**config.mk**
```make
export PLATFORM = sky130hd
export DESIGN_NAME = qic117_step_encoder
export DESIGN_NICKNAME = d
export VERILOG_FILES = /design/src/rtl/qic117_step_encoder.sv
export SDC_FILE = /design/constraint.sdc
export NUM_CORES = 1
export LEC_CHECK = 0
export BUFFER_PORTS_ARGS = -buffer_cell sky130_fd_sc_hd__clkbuf_2
export CAP_MARGIN = 30
export CORE_MARGIN = 5
export CORE_UTILIZATION = 58
export CTS_CLUSTER_DIAMETER = 60
export DETAILED_ROUTE_END_ITERATION = 10
export HOLD_SLACK_MARGIN = 0.1
export PLACE_DENSITY = 0.82
export SYNTH_ARGS = -nofsm -noshare
export SYNTH_HDL_FRONTEND = slang
export SYNTH_SLANG_ARGS = --single-unit
export TNS_END_PERCENT = 30
```
**constraint.sdc**
```tcl
create_clock -name clk -period 4.9 [get_ports clk]
set_clock_uncertainty 0.1 [all_clocks]
set_input_delay 0.98 -clock clk [delete_from_list [all_inputs] [get_ports clk]]
set_output_delay 0.98 -clock clk [all_outputs]
set_load 0.05 [all_outputs]
```
**src/rtl/qic117_step_encoder.sv**
```systemverilog
// rtl/qic117_step_encoder.sv - QIC-117 host command transmitter: cmd code to STEP pulse train plus gap
// Emits N STEP pulses for a 6-bit command code, then holds STEP low for the terminating gap.
module qic117_step_encoder #(
  parameter int unsigned STEP_WIDTH_CYC  = 400,
  parameter int unsigned STEP_PERIOD_CYC = 300000,
  parameter int unsigned CMD_GAP_CYC     = 12000000,
  parameter int unsigned CNT_W           = 24
) (
  input  logic       clk,
  input  logic       reset_n,
  input  logic [5:0] cmd_code,
  input  logic       cmd_start,
  input  logic       abort,
  output logic       step_out,
  output logic       busy,
  output logic       done,
  output logic       aborted,
  output logic       cmd_error,
  output logic [5:0] pulses_sent
);

  localparam logic [CNT_W-1:0] HI_LOAD  = CNT_W'(STEP_WIDTH_CYC - 1);
  localparam logic [CNT_W-1:0] LO_LOAD  = CNT_W'(STEP_PERIOD_CYC - STEP_WIDTH_CYC - 1);
  localparam logic [CNT_W-1:0] GAP_LOAD = CNT_W'(CMD_GAP_CYC - 1);

  typedef enum logic [1:0] {IDLE, STEP_HI, STEP_LO, GAP} state_t;

  state_t           state_q;
  logic [CNT_W-1:0] cnt_q;
  logic [5:0]       code_q;
  logic [5:0]       pulses_q;
  logic             step_q, busy_q, done_q, aborted_q, cmd_error_q;
  logic             code_valid;
  logic             cnt_zero;
  logic             last_pulse;

  assign code_valid = (cmd_code != 6'd0) && (cmd_code <= 6'd48);
  assign cnt_zero   = (cnt_q == '0);
  assign last_pulse = (pulses_q == code_q);

  // pulses_q is bumped on the same edge that raises STEP, so it tracks rising edges exactly
  always_ff @(posedge clk or negedge reset_n) begin
    if (!reset_n) begin
      state_q     <= IDLE;
      cnt_q       <= '0;
      code_q      <= '0;
      pulses_q    <= '0;
      step_q      <= 1'b0;
      busy_q      <= 1'b0;
      done_q      <= 1'b0;
      aborted_q   <= 1'b0;
      cmd_error_q <= 1'b0;
    end else begin
      done_q      <= 1'b0;
      cmd_error_q <= 1'b0;
      case (state_q)
        IDLE: begin
          if (cmd_start) begin
            if (code_valid) begin
              code_q    <= cmd_code;
              pulses_q  <= 6'd1;
              aborted_q <= 1'b0;
              busy_q    <= 1'b1;
              step_q    <= 1'b1;
              cnt_q     <= HI_LOAD;
              state_q   <= STEP_HI;
            end else begin
              cmd_error_q <= 1'b1;
            end
          end
        end
        STEP_HI: begin
          if (abort) begin
            step_q    <= 1'b0;
            aborted_q <= 1'b1;
            cnt_q     <= GAP_LOAD;
            state_q   <= GAP;
          end else if (cnt_zero) begin
            step_q <= 1'b0;
            if (last_pulse) begin
              cnt_q   <= GAP_LOAD;
              state_q <= GAP;
            end else begin
              cnt_q   <= LO_LOAD;
              state_q <= STEP_LO;
            end
          end else begin
            cnt_q <= cnt_q - 1'b1;
          end
        end
        STEP_LO: begin
          if (abort) begin
            aborted_q <= 1'b1;
            cnt_q     <= GAP_LOAD;
            state_q   <= GAP;
          end else if (cnt_zero) begin
            step_q   <= 1'b1;
            pulses_q <= last_pulse ? pulses_q : pulses_q + 6'd1;
            cnt_q    <= HI_LOAD;
            state_q  <= STEP_HI;
          end else begin
            cnt_q <= cnt_q - 1'b1;
          end
        end
        GAP: begin
          if (cnt_zero) begin
            done_q  <= 1'b1;
            busy_q  <= 1'b0;
            state_q <= IDLE;
          end else begin
            cnt_q <= cnt_q - 1'b1;
          end
        end
        default: state_q <= IDLE;
      endcase
    end
  end

  assign step_out    = step_q;
  assign busy        = busy_q;
  assign done        = done_q;
  assign aborted     = aborted_q;
  assign cmd_error   = cmd_error_q;
  assign pulses_sent = pulses_q;

endmodule
```
# [After elaboration in Yosys (flattened, before gate mapping)]
# Index checks and enable logic that the tools add are counted.
[word_totals] ff_bits=43 latchBits=0 ram_bits=0 romBits=0 inputBits=10 elab_cells=83 memories=0
[op_classes] n_addsub=2 multipliers=0 div=0 order_cmp=1 n_eq_ne=14 n_shift=0 mux=41 n_bitwise=0 n_reduce_logical=16
[ops] cell="$mux W24" count=8
[ops] cell="$pmux W24 S4" count=1
[ops] cell="$mux W6" count=5
[ops] cell="$logic_not A24 Y1" count=1
[ops] cell="$sub A24 B1 Y24 const B" count=1
[ops] cell="$mux W1" count=15
[ops] cell="$mux W2" count=7
[ops] cell="$ne A2 B2 Y1 const B" count=7
[ops] cell="$pmux W6 S2" count=1
[ops] cell="$reduce_and A6 Y1" count=2
[ops] cell="$pmux W2 S4" count=1
[ops] cell="$reduce_and A4 Y1" count=2
[ops] cell="$add A6 B1 Y6 const B" count=1
[ops] cell="$eq A6 B6 Y1" count=1
[ops] cell="$le A6 B6 Y1 const B" count=1
[ops] cell="$ne A3 B3 Y1 const B" count=2
[ops] cell="$reduce_and A3 Y1" count=2
[ops] cell="$reduce_bool A2 Y1" count=3
[ops] cell="$reduce_bool A6 Y1" count=1
[ops] cell="$reduce_and A5 Y1" count=1
[ops] cell="$eq A2 B2 Y1 const B" count=2
[ops] cell="$pmux W1 S2" count=2
[ops] cell="$pmux W1 S3" count=1
[ops] cell="$reduce_bool A3 Y1" count=1
[ops] cell="5 further kinds" count=5

# [Longest topological paths before layout]
[logic_depth] word_depth=5 ltp_mapped=9

# [Worst setup path before layout]
# OpenSTA, ideal clock, no wires.
[synth_timing] kind="input to register" start="input cmd_code[1]" end="register cnt_q[5]" setup_time_ns=0.135 arrival_time_ns=2.518 required_time_ns=4.665 slack_ns=2.147 path_stages=7 path_cell_list="o41a_1 -> a221oi_1 -> buf_2 -> o22ai_2 -> buf_2 -> a31oi_1 -> o22ai_1"
[synth_between] elab_chain_len=4 word_cells_on_any_way=5 cone_classes="1 x order compare; 1 x eq/ne; 3 x reduce/logical"
[synth_lines] item="start: declaration" line_no="11" text="input logic [5:0] cmd_code,"
[synth_lines] item="$le A6 B6 Y1 / $reduce_bool A6 Y1 (equally long branches)" line_no="37" text="assign code_valid = (cmd_code != 6'd0) && (cmd_code <= 6'd48);"
[synth_lines] item="$logic_and A1 B1 Y1 (*)" line_no="37"
[synth_lines] item="$ne A2 B2 Y1 (no line) (*)"
[synth_lines] item="$reduce_and A3 Y1 (no line) (*)"
[synth_lines] item="end signal: assignment" line_no="88" text="cnt_q <= cnt_q - 1'b1;"
[synth_lines] item="end signal: assignment" line_no="102" text="cnt_q <= cnt_q - 1'b1;"
[synth_lines] item="end signal: assignment" line_no="111" text="cnt_q <= cnt_q - 1'b1;"
[synth_lines] item="end: declaration" line_no="29" text="logic [CNT_W-1:0] cnt_q;"
# Mark *: on every way between the ends. The rest lies on a longest branch, timed or not.
# A chain may end at the register's enable or synchronous reset.

# [Worst setup path after layout]
[layout_timing] start="register cnt_q[0]" end="register cnt_q[18]"
[layout_between] elab_chain_len=4 word_cells_on_any_way=10 cone_classes="1 x add/sub; 1 x eq/ne; 6 x mux; 2 x reduce/logical"
[layout_lines] item="$sub A24 B1 Y24 / $logic_not A24 Y1 (equally long branches)"
[layout_lines] item="$mux W24, on equally long branches" line_no="96, 78"
[layout_lines] item="$mux W24, on equally long branches" line_no="92, 73"
[layout_lines] item="$pmux W24 S4" line_no="56" text="case (state_q)"
# Several ways; a longest one is shown, not always the timed one. The select of a mux whose other input is x is not followed.

==> flow_summary.yaml <==
status:
  status: "complete, no violations"
synthesis:
  synth_top_area_frac: 0.3907
  syn_nets: 332
  yosysSeqAreaShare: 0.3907
  synth_seq_cells: 43
  yosysTopAreaCell: "dfrtp_1"
  synth_area_per_cell_um2: 8.743
  synth_cell_types: 54
  synth-edff-count: 0
  yosys_warnings: 0
  synthesis.area_um2: 2754
  ys_top_cells_by_area: "dfrtp_1 (39%), a21oi_1 (5.1%), nor2_1 (4.4%)"
  synth_ff_type: "dfrtp_1"
  syn_inst: 315
  ys_async_sr_fraction: 1.000
cells_and_area:
  area_delta_synth_final_pct: 8.769
  drive_gt1_frac: 0.1429
  nets: 354
  design_area_um2: 2995
  fin_util: 0.6427
  stdcell_count: 390
  diodes: 0
clock_tree:
  clock_latency_ns: 0.30
  cts-root-buf: "clkbuf_8"
  postCtsHoldBufs: 0
  cts_setup_buffers: 0
  cts_max_level: 2
  cts.repair.resized: 0
  clkTransAtPathRegs_ns: 0.07
  clockBufferDepth: 2
  cts_tree: "done"
  cts.sinks: 43
  numCtsBuffers: 5
floorplan:
  die_h_um: 78.91
  initial_core_util: 0.5909
  pin_count: 21
  dieArea_um2: 6226
  core_area_um2: 4661
  rows: 25
  fp.dieW_um: 78.91
drt:
  ant_nets: 0
  dr.pass1.iters: 7
  drc_errors: 0
  drtIter0Drc: 252
  vias: 2626
  viasPerCell: 6.733
  wl_per_cell_um: 17.74
  drt_wl_total_um: 6917
setup_path:
  worst-setup-path-type: "flip-flop to flip-flop"
  crit_path_end_kind: "flip-flop"
  worstPathRequired_ns: 4.95
  cp_max_fo: 11
  arrival_ns: 3.18
  startpoint_type: "flip-flop"
timing:
  tightest_slew_ns: 0.9229
  setup_violations: 0
  fin_crit_sh: 0.6379
  slew_headroom: 0.3806
  hold_viol: 0
  max_freq_mhz: 319.9
  fin_crit_ns: 3.126
  setup_tns_ns: 0
  hold_ws_ns: 0.3979
  rsz0062_at_grt: "no"
  drv_slew: 0
  setup_ws_ns: 1.774
placed_design:
  dp_cells: 384
  placed_area_um2: 2923
  gp_congestion: 0.9421
  port-buffer-count: 20
  hpwlAfterDp_um: 5056
  preCtsSetupSlack_ns: 1.755
min_path:
  hold_path.class: "flip-flop to flip-flop"
power_and_ir_drop:
  share_seq_of_total_power: 0.326
  power_density_nw_per_um2: 633.3
  finalPower_mw: 1.897
  p_int_uw: 948.6
  vdd_drop_max_mv: 0.3829
  clockPowerShare: 0.108
  swShare: 0.4999
  power.switching_uw: 948.4
  p_leak_nw: 1.242
  p_comb_frac: 0.566
global_route:
  globalRouteTotalUtil: 0.2401
  grt_pass1_vias: 2573
  overflow: 0
  antenna_found_initial: 0
  grt_max_degree: 27
  grt_pass1_wl_um: 11870
run:
  maxCapViolCount: 0
-- critical path, cell delays in order (launching register included) --
cell,delay [ns]
dfrtp_1,0.41
inv_1,0.07
ha_1,0.22
or4b_4,0.54
nor2_8,0.17
nand4_4,0.15
o21ai_1,0.78
o21bai_1,0.36
o311ai_1,0.17
-- cells in the mapped netlist (all sizes together), types with 3 or more instances --
| cell type | n |
|---|---|
| inv | 14 |
| o311ai | 4 |
| ha | 7 |
| buf | 3 |
| a221o | 3 |
| a21oi | 28 |
| a31oi | 10 |
| or4 | 5 |
| clkbuf | 5 |
| o21ai | 34 |
| nand4 | 5 |
| nor2b | 4 |
| dfrtp | 43 |
| mux2 | 6 |
| nand3 | 6 |
| nor2 | 34 |
| nor3 | 12 |
| xnor2 | 6 |
| a21o | 3 |
| o22ai | 6 |
| nor4 | 7 |
| a22o | 3 |
| nand2 | 27 |
| o31ai | 12 |
-- area by class of cell --
cell class | instances | area (um2)
Fill cell | 376 | 1665
Multi-Input combinational cell | 248 | 1584
Sequential cell | 43 | 1076
Timing Repair Buffer | 23 | 135.1
Clock buffer | 6 | 72.57
Tap cell | 54 | 67.56
Inverter | 16 | 60.06
-- path summary, 6_finish.rpt --
kind                                           to             startpoint  slack [ns]  cells after the start
setup / recovery            cnt_q[18]$_DFFE_PN0P_   cnt_q[0]$_DFFE_PN0P_        1.77                      8
hold / removal              cnt_q[19]$_DFFE_PN0P_  cnt_q[19]$_DFFE_PN0P_        0.40                      1
setup reg to reg            cnt_q[18]$_DFFE_PN0P_   cnt_q[0]$_DFFE_PN0P_        1.77                      8
hold reg to reg             cnt_q[19]$_DFFE_PN0P_  cnt_q[19]$_DFFE_PN0P_        0.40                      1
max in group asynchronous  state_q[0]$_DFFE_PN0P_                reset_n        3.68                      2
min in group asynchronous   cnt_q[22]$_DFFE_PN0P_                reset_n        0.52                      1
-- cells by family (layout without fill, tap and decap cells) --
family                   Yosys count  after routing  synth area share
AO/OA/AOI/OAI                    115            115            0.2622
AND/OR/NAND/NOR                  112            112            0.2304
flip-flops                        43             43            0.3907
buffers and inverters             24             45           0.03408
multiplexers                       8              8           0.03180
adder cells (fa/ha/maj)            7              7           0.03180
XOR/XNOR                           6              6           0.01908
-- state kept, by name, summed over array words and instances, names as in the netlist --
| signal | count |
|---|---|
| aborted | 1 |
| pulses_sent | 6 |
| done | 1 |
| cmd_error | 1 |
| code_q | 6 |
| state_q | 2 |
| cnt_q | 24 |
| step_out | 1 |
| busy | 1 |
-- layout by cell type, fill, tap and decap left out, types with 3 or more instances in the layout --
| cell type | netlist | routed |
|---|---|---|
| a22o_1 | 3 | 3 |
| a21o_1 | 3 | 3 |
| inv_1 | 14 | 14 |
| dfrtp_1 | 43 | 43 |
| mux2_2 | 6 | 6 |
| nor3_1 | 12 | 12 |
| xnor2_1 | 6 | 6 |
| o31ai_1 | 12 | 12 |
| nor2_1 | 32 | 32 |
| a221o_1 | 3 | 3 |
| o21ai_0 | 12 | 12 |
| o21ai_1 | 22 | 22 |
| nand2_1 | 27 | 27 |
| a21oi_1 | 28 | 28 |
| ha_1 | 7 | 7 |
| a31oi_1 | 10 | 10 |
| o22ai_1 | 5 | 5 |
| nand3_1 | 6 | 6 |
| nor2b_1 | 4 | 4 |
| nor4_1 | 5 | 5 |
| clkbuf_8 | 0 | 5 |
| o311ai_1 | 3 | 3 |
| or4_1 | 3 | 3 |
| clkbuf_2 | 0 | 20 |
| nand4_1 | 3 | 3 |
-- per-layer routing --
metal,wire [um],vias to the layer above,part of all wire,track usage
met5,0,-,0,0
met4,137,0,0.020,0.08935
met3,445,15,0.064,0.05669
met2,3190,112,0.46,0.3735
met1,3144,1271,0.45,0.3268
li1,-,1228,-,-
-- power groups by stage --
stage / combinational [mW] / sequential (mW) / clock (mW)
floorplan: 0.789 / 0.623 / 0
CTS: 1.06 / 0.614 / 0.210
detailed placement: 1.05 / 0.619 / 0
global placement: 1.03 / 0.613 / 0
finish: 1.07 / 0.618 / 0.206
global route: 1.19 / 0.640 / 0.228
(Power assumes the default switching activity.)
